==> src/rtl/cpu_boot_loader.sv <==
// Byte-stream program loader: parses I/D load frames into CPU instruction/data
// memory writes, and gates the CPU enable with G (go) / H (halt) commands.
module cpu_boot_loader #(
  parameter int IMEM_WORDS = 128,
  parameter int DMEM_WORDS = 128
) (
  input  logic        clk,
  input  logic        arst,
  input  logic        in_valid,
  input  logic [7:0]  in_data,
  output logic        in_ready,
  output logic [63:0] addr_ext,
  output logic        wen_ext,
  output logic        ren_ext,
  output logic [31:0] wdata_ext,
  output logic [63:0] addr_ext_2,
  output logic        wen_ext_2,
  output logic        ren_ext_2,
  output logic [63:0] wdata_ext_2,
  output logic        cpu_enable,
  output logic        busy,
  output logic        error
);

  typedef enum logic [2:0] {IDLE, CNT_LO, CNT_HI, DATA, WRITE, RUN, ERR} state_t;

  localparam logic [15:0] IMEM_N = 16'(IMEM_WORDS);
  localparam logic [15:0] DMEM_N = 16'(DMEM_WORDS);

  state_t      state, state_nxt;
  logic        tgt_d;
  logic [7:0]  cnt_lo;
  logic [15:0] n_words, word_cnt;
  logic [2:0]  byte_idx;
  logic [63:0] asm_word, asm_next;
  logic        xfer, last_byte;
  logic [15:0] n_rx, lim, word_cnt_inc;

  assign in_ready     = (state != WRITE) && (state != ERR);
  assign xfer         = in_valid & in_ready;
  assign n_rx         = {in_data, cnt_lo};
  assign lim          = tgt_d ? DMEM_N : IMEM_N;
  assign last_byte    = byte_idx == (tgt_d ? 3'd7 : 3'd3);
  assign word_cnt_inc = word_cnt + 16'd1;
  assign ren_ext      = 1'b0;
  assign ren_ext_2    = 1'b0;

  always_comb begin
    asm_next = asm_word;
    asm_next[{byte_idx, 3'b000} +: 8] = in_data;
  end

  always_comb begin
    state_nxt  = state;
    cpu_enable = 1'b0;
    busy       = 1'b1;
    error      = 1'b0;
    wen_ext    = 1'b0;
    wen_ext_2  = 1'b0;
    case (state)
      IDLE: begin
        busy = 1'b0;
        if (xfer) begin
          case (in_data)
            8'h49, 8'h44: state_nxt = CNT_LO;
            8'h47:        state_nxt = RUN;
            8'h48:        state_nxt = IDLE;
            default:      state_nxt = ERR;
          endcase
        end
      end
      CNT_LO: if (xfer) state_nxt = CNT_HI;
      CNT_HI: begin
        if (xfer) begin
          if (n_rx == 16'd0)   state_nxt = IDLE;
          else if (n_rx > lim) state_nxt = ERR;
          else                 state_nxt = DATA;
        end
      end
      DATA: if (xfer && last_byte) state_nxt = WRITE;
      WRITE: begin
        wen_ext   = ~tgt_d;
        wen_ext_2 = tgt_d;
        state_nxt = (word_cnt_inc == n_words) ? IDLE : DATA;
      end
      RUN: begin
        busy       = 1'b0;
        cpu_enable = 1'b1;
        if (xfer && in_data == 8'h48) state_nxt = IDLE;
      end
      ERR: error = 1'b1;
      default: state_nxt = IDLE;
    endcase
  end

  always_ff @(posedge clk or posedge arst) begin
    if (arst) begin
      state       <= IDLE;
      tgt_d       <= 1'b0;
      cnt_lo      <= 8'd0;
      n_words     <= 16'd0;
      word_cnt    <= 16'd0;
      byte_idx    <= 3'd0;
      asm_word    <= 64'd0;
      addr_ext    <= 64'd0;
      wdata_ext   <= 32'd0;
      addr_ext_2  <= 64'd0;
      wdata_ext_2 <= 64'd0;
    end else begin
      state <= state_nxt;
      case (state)
        IDLE: if (xfer && (in_data == 8'h49 || in_data == 8'h44)) tgt_d <= (in_data == 8'h44);
        CNT_LO: if (xfer) cnt_lo <= in_data;
        CNT_HI: begin
          if (xfer) begin
            n_words  <= n_rx;
            word_cnt <= 16'd0;
            byte_idx <= 3'd0;
          end
        end
        DATA: begin
          if (xfer) begin
            asm_word <= asm_next;
            byte_idx <= byte_idx + 3'd1;
            // Buses are loaded here so they are valid throughout the WRITE cycle
            if (last_byte) begin
              byte_idx <= 3'd0;
              if (tgt_d) begin
                addr_ext_2  <= {45'd0, word_cnt, 3'b000};
                wdata_ext_2 <= asm_next;
              end else begin
                addr_ext  <= {46'd0, word_cnt, 2'b00};
                wdata_ext <= asm_next[31:0];
              end
            end
          end
        end
        WRITE: word_cnt <= word_cnt_inc;
        default: ;
      endcase
    end
  end

endmodule

==> config.mk <==
export PLATFORM = sky130hd
export DESIGN_NAME = cpu_boot_loader
export DESIGN_NICKNAME = d
export VERILOG_FILES = /design/src/rtl/cpu_boot_loader.sv
export SDC_FILE = /design/constraint.sdc
export NUM_CORES = 1
export LEC_CHECK = 0
export CORE_ASPECT_RATIO = 1.2
export CORE_UTILIZATION = 55
export CTS_CLUSTER_SIZE = 12
export DETAILED_ROUTE_END_ITERATION = 10
export PLACE_DENSITY = 0.85
export RECOVER_POWER = 50
export SLEW_MARGIN = 20
export SYNTH_ARGS = -nofsm -noshare
export SYNTH_HDL_FRONTEND = slang
export SYNTH_SLANG_ARGS = --single-unit
==> constraint.sdc <==
create_clock -name clk -period 15 [get_ports clk]
set_input_delay 4.5 -clock clk [delete_from_list [all_inputs] [get_ports clk]]
set_output_delay 4.5 -clock clk [all_outputs]
set_load 0.05 [all_outputs]
==> flow_metrics.env <==
export IMPL_route_detailed_wl_per_inst_um=16.8
export IMPL_globalplace_congestion=0.852
export IMPL_final_nets=1308
export IMPL_synthTopCellsByArea="sky130_fd_sc_hd__dfrtp_1 (53%), sky130_fd_sc_hd__buf_4 (6.7%), sky130_fd_sc_hd__mux2_2 (6.1%)"
export IMPL_count_of_distinct_cell_types_in_the_synthesized_netlist=52
export IMPL_initial_core_util=0.562
export IMPL_yosys_cell_count_top_type="sky130_fd_sc_hd__dfrtp_1"
export IMPL_drt_total_wl_mm=26.2
export IMPL_fin_worst_hold_slack_ns=0.480
export IMPL_critPathLaunchType="input port"
export IMPL_route_met2_wl_mm=13.3
export IMPL_post_dp_hpwl_mm=17.6
export IMPL_vdd_ir_drop_max_mv=0.0875
export IMPL_maximum_clock_rate_mhz=119
export IMPL_p_int_w=0.00122
export IMPL_finalClockSkew_ns=0.00994
export IMPL_root_buffer="sky130_fd_sc_hd__clkbuf_16"
export IMPL_synth_top_cell_by_area="sky130_fd_sc_hd__dfrtp_1"
export IMPL_routed_wl_met3_mm=2.05
export IMPL_failed_checks="max-capacitance violations, max-slew violations"
export IMPL_synth_seq_area_share=0.526
export IMPL_drt_iter0_markers=586
export IMPL_worst_setup_path_end_kind="register"
export IMPL_synth_main_ff_cell="sky130_fd_sc_hd__dfrtp_1"
export IMPL_worst_slew_pin_slew_ns=3.91
export IMPL_finalWorstPathRequiredPeriod_ns=8.39
export IMPL_drt_met1_wl_mm=10.0
export IMPL_numCtsBuffers=25
export IMPL_netlist_area_um2=11400
export IMPL_power_per_cell_area_nw_per_um2=139
export IMPL_firstDrtPassIters=5
export IMPL_syn_area_per_cell_um2=9.56
export IMPL_p_leak_nw=5.80
export IMPL_final_min_period_over_clock_period=0.559
export IMPL_ant_nets=0
export IMPL_grt_max_degree=97
export IMPL_slew_viol_final=141
export IMPL_layout_drive_gt1_share=0.0869
export IMPL_synthDominantCellAreaShare=0.526
export IMPL_yosys_warnings=0
export IMPL_hold_path_class="register to register"
export IMPL_worst_setup_hold_path_clk_slew_ns=0.05
export IMPL_run_status="finished, violations left"
export IMPL_floorplan_die_area_um2=21300
export IMPL_avgViaCountPerCell=5.49
export IMPL_route_detailed_drc=0
export IMPL_io_pins=243
export IMPL_crit_path_top_delay_cell="sky130_fd_sc_hd__nor2_4"
export IMPL_cts_tree="built"
export IMPL_synthTopCellsByCount="sky130_fd_sc_hd__dfrtp_1 (239), sky130_fd_sc_hd__nand2_1 (161), sky130_fd_sc_hd__nor2_1 (138)"
export IMPL_data_required_time_of_the_worst_path_ns=15.39
export IMPL_switching_share=0.336
export IMPL_flow_area_growth_from_synthesis_pct=16.6
export IMPL_share_comb_of_total_power=0.261
export IMPL_io_buffer_count=144
export IMPL_htreeDepth=1
export IMPL_yosys_register_bits=239
export IMPL_timing_final_hold_violations=0
export IMPL_layoutNonFillerInstCount=1565
export IMPL_clock_tree_buffer_depth=3
export IMPL_critical_path_data_arrival_time_ns=8.78
export IMPL_setup_tns_ns=0
export IMPL_routed_top_layer="met4"
export IMPL_synth_async_sr_flop_share=1.00
export IMPL_crit_type="input port to register"
export IMPL_vias=8595
export IMPL_critPathMaxStageDelay_ns=1.08
export IMPL_seq_power_share=0.429
export IMPL_clock_sink_count=239
export IMPL_globalRouteTotalUtil=0.248
export IMPL_synth_edff_count=0
export IMPL_layout_filler_cell_count=1601
export IMPL_diodes=0
export IMPL_die_height_um=160
export IMPL_rsz0062_at_grt="false"
export IMPL_worst_slew_margin_rel=-1.62
export IMPL_cts_hold_buffers=0
export IMPL_clockPowerShare=0.311
export IMPL_wire_length_of_the_first_global_routing_pass_mm=42.4
export IMPL_die_wd_um=133
export IMPL_worst_path_cell_trace="dlygate4sd3_1 > nor2b_1 > nand3_1 > clkbuf_1 > nor2_4 > buf_4 > mux2_2"
export IMPL_cp_max_fo=96
export IMPL_power_net_switching_w=0.000620
export IMPL_standard_cell_core_area_um2=20300
export IMPL_max_cap_viol_count=2
export IMPL_post_cts_setup_buffers=0
export IMPL_total_gr_overflow=0
export IMPL_grt_antenna_before_repair=0
export IMPL_worstSkewPairLatency_ns=0.51
export IMPL_cts_resized=0
export IMPL_cell_count_after_synthesis=1191
export IMPL_fp_row_count=57
export IMPL_dp_cells=1528
export IMPL_report_final_setup_viol=0
export IMPL_via_count_of_the_first_global_routing_pass=8380
==> cell families after synthesis <==
group           after synthesis  synth area share
simple gates                402             0.157
compound gates              257             0.121
flops                       239             0.526
buf+inv                     183            0.0947
mux                          78            0.0754
xor+xnor                     24            0.0185
fa+ha+maj                     7           0.00770
other cells                   1          0.000329
==> routing by layer <==
metal / vias to the layer above / track usage
li1: 4021 / -
met1: 4147 / 0.301
met2: 359 / 0.429
met3: 68 / 0.0506
met4: 0 / 0.0997
met5: - / 0
==> critical path: cells and delay by family <==
kind,cells,cell delay (ns)
buffers and inverters,3,2.21
AND/OR/NAND/NOR,3,1.55
multiplexers,1,0.41
==> metrics by stage <==
step / total power [W] / cell area (µm²) / utilization / worst slack [ns]
floorplan: 0.00118 / 11700 / - / 3.94
global placement: 0.00126 / 12500 / 0.619 / 7.07
detailed placement: 0.00128 / 12500 / 0.619 / 6.96
CTS: 0.00185 / 13300 / 0.655 / 7.43
global route: 0.00193 / 13300 / 0.655 / 6.28
finish: 0.00184 / 13300 / 0.655 / 6.61
==> registers in the layout, summed over array words and instances (netlist names) <==
signal	cells
cnt_lo	8
word_cnt	16
addr_ext	16
addr_ext_2	16
state	3
wdata_ext_2	64
asm_word	64
byte_idx	3
n_words	16
tgt_d	1
wdata_ext	32
==> area by class of cell <==
| type | count | area [µm²] | share of cell area |
|---|---|---|---|
| repair buffers | 151 | 1490 | 0.112 |
| well taps | 265 | 332 | 0.0250 |
| clock inverters | 4 | 45.0 | 0.00340 |
| multi-input cells | 866 | 4690 | 0.354 |
| inverters | 7 | 27.5 | 0.00208 |
| flip-flops and latches | 239 | 5980 | 0.451 |
| clock buffers | 33 | 696 | 0.0524 |
==> worst paths after layout <==
check,start,end,slack [ns],depth (start not counted)
hold reg to reg,wdata_ext[5]$_DFFE_PP0P_,wdata_ext[5]$_DFFE_PP0P_,0.48,2
setup reg to reg,state[2]$_DFFE_PP0P_,addr_ext_2[3]$_DFFE_PP0P_,10.73,6
hold / removal,wdata_ext[5]$_DFFE_PP0P_,wdata_ext[5]$_DFFE_PP0P_,0.48,2
max in group asynchronous,arst,wdata_ext_2[16]$_DFFE_PP0P_,7.20,3
setup / recovery,in_valid,addr_ext_2[3]$_DFFE_PP0P_,6.61,7
min in group asynchronous,arst,wdata_ext_2[37]$_DFFE_PP0P_,5.62,2
==> power by group through the flow <==
stage	combinational, W	clock, W	sequential, W
after floorplan	0.000376	0	0.000803
after global placement	0.000464	0	0.000795
after detailed placement	0.000478	0	0.000801
after CTS	0.000481	0.000582	0.000790
after global routing	0.000515	0.000610	0.000803
final	0.000481	0.000573	0.000791
==> cells in the final DEF (no fill, tap or decap), types with 8 or more instances in the layout <==
cell type and count:
sky130_fd_sc_hd__nor3_1 13, sky130_fd_sc_hd__conb_1 98, sky130_fd_sc_hd__mux2_2 62, sky130_fd_sc_hd__a31oi_1 10
sky130_fd_sc_hd__nand2_1 161, sky130_fd_sc_hd__clkdlybuf4s50_1 141, sky130_fd_sc_hd__mux2i_1 16, sky130_fd_sc_hd__nor2_1 137
sky130_fd_sc_hd__clkbuf_16 25, sky130_fd_sc_hd__nor2b_1 8, sky130_fd_sc_hd__nand2b_1 17, sky130_fd_sc_hd__a21oi_1 106
sky130_fd_sc_hd__nand3_1 32, sky130_fd_sc_hd__xnor2_1 18, sky130_fd_sc_hd__dfrtp_1 239, sky130_fd_sc_hd__o21ai_0 117
No activity file was read; power rests on OpenSTA's default activity.
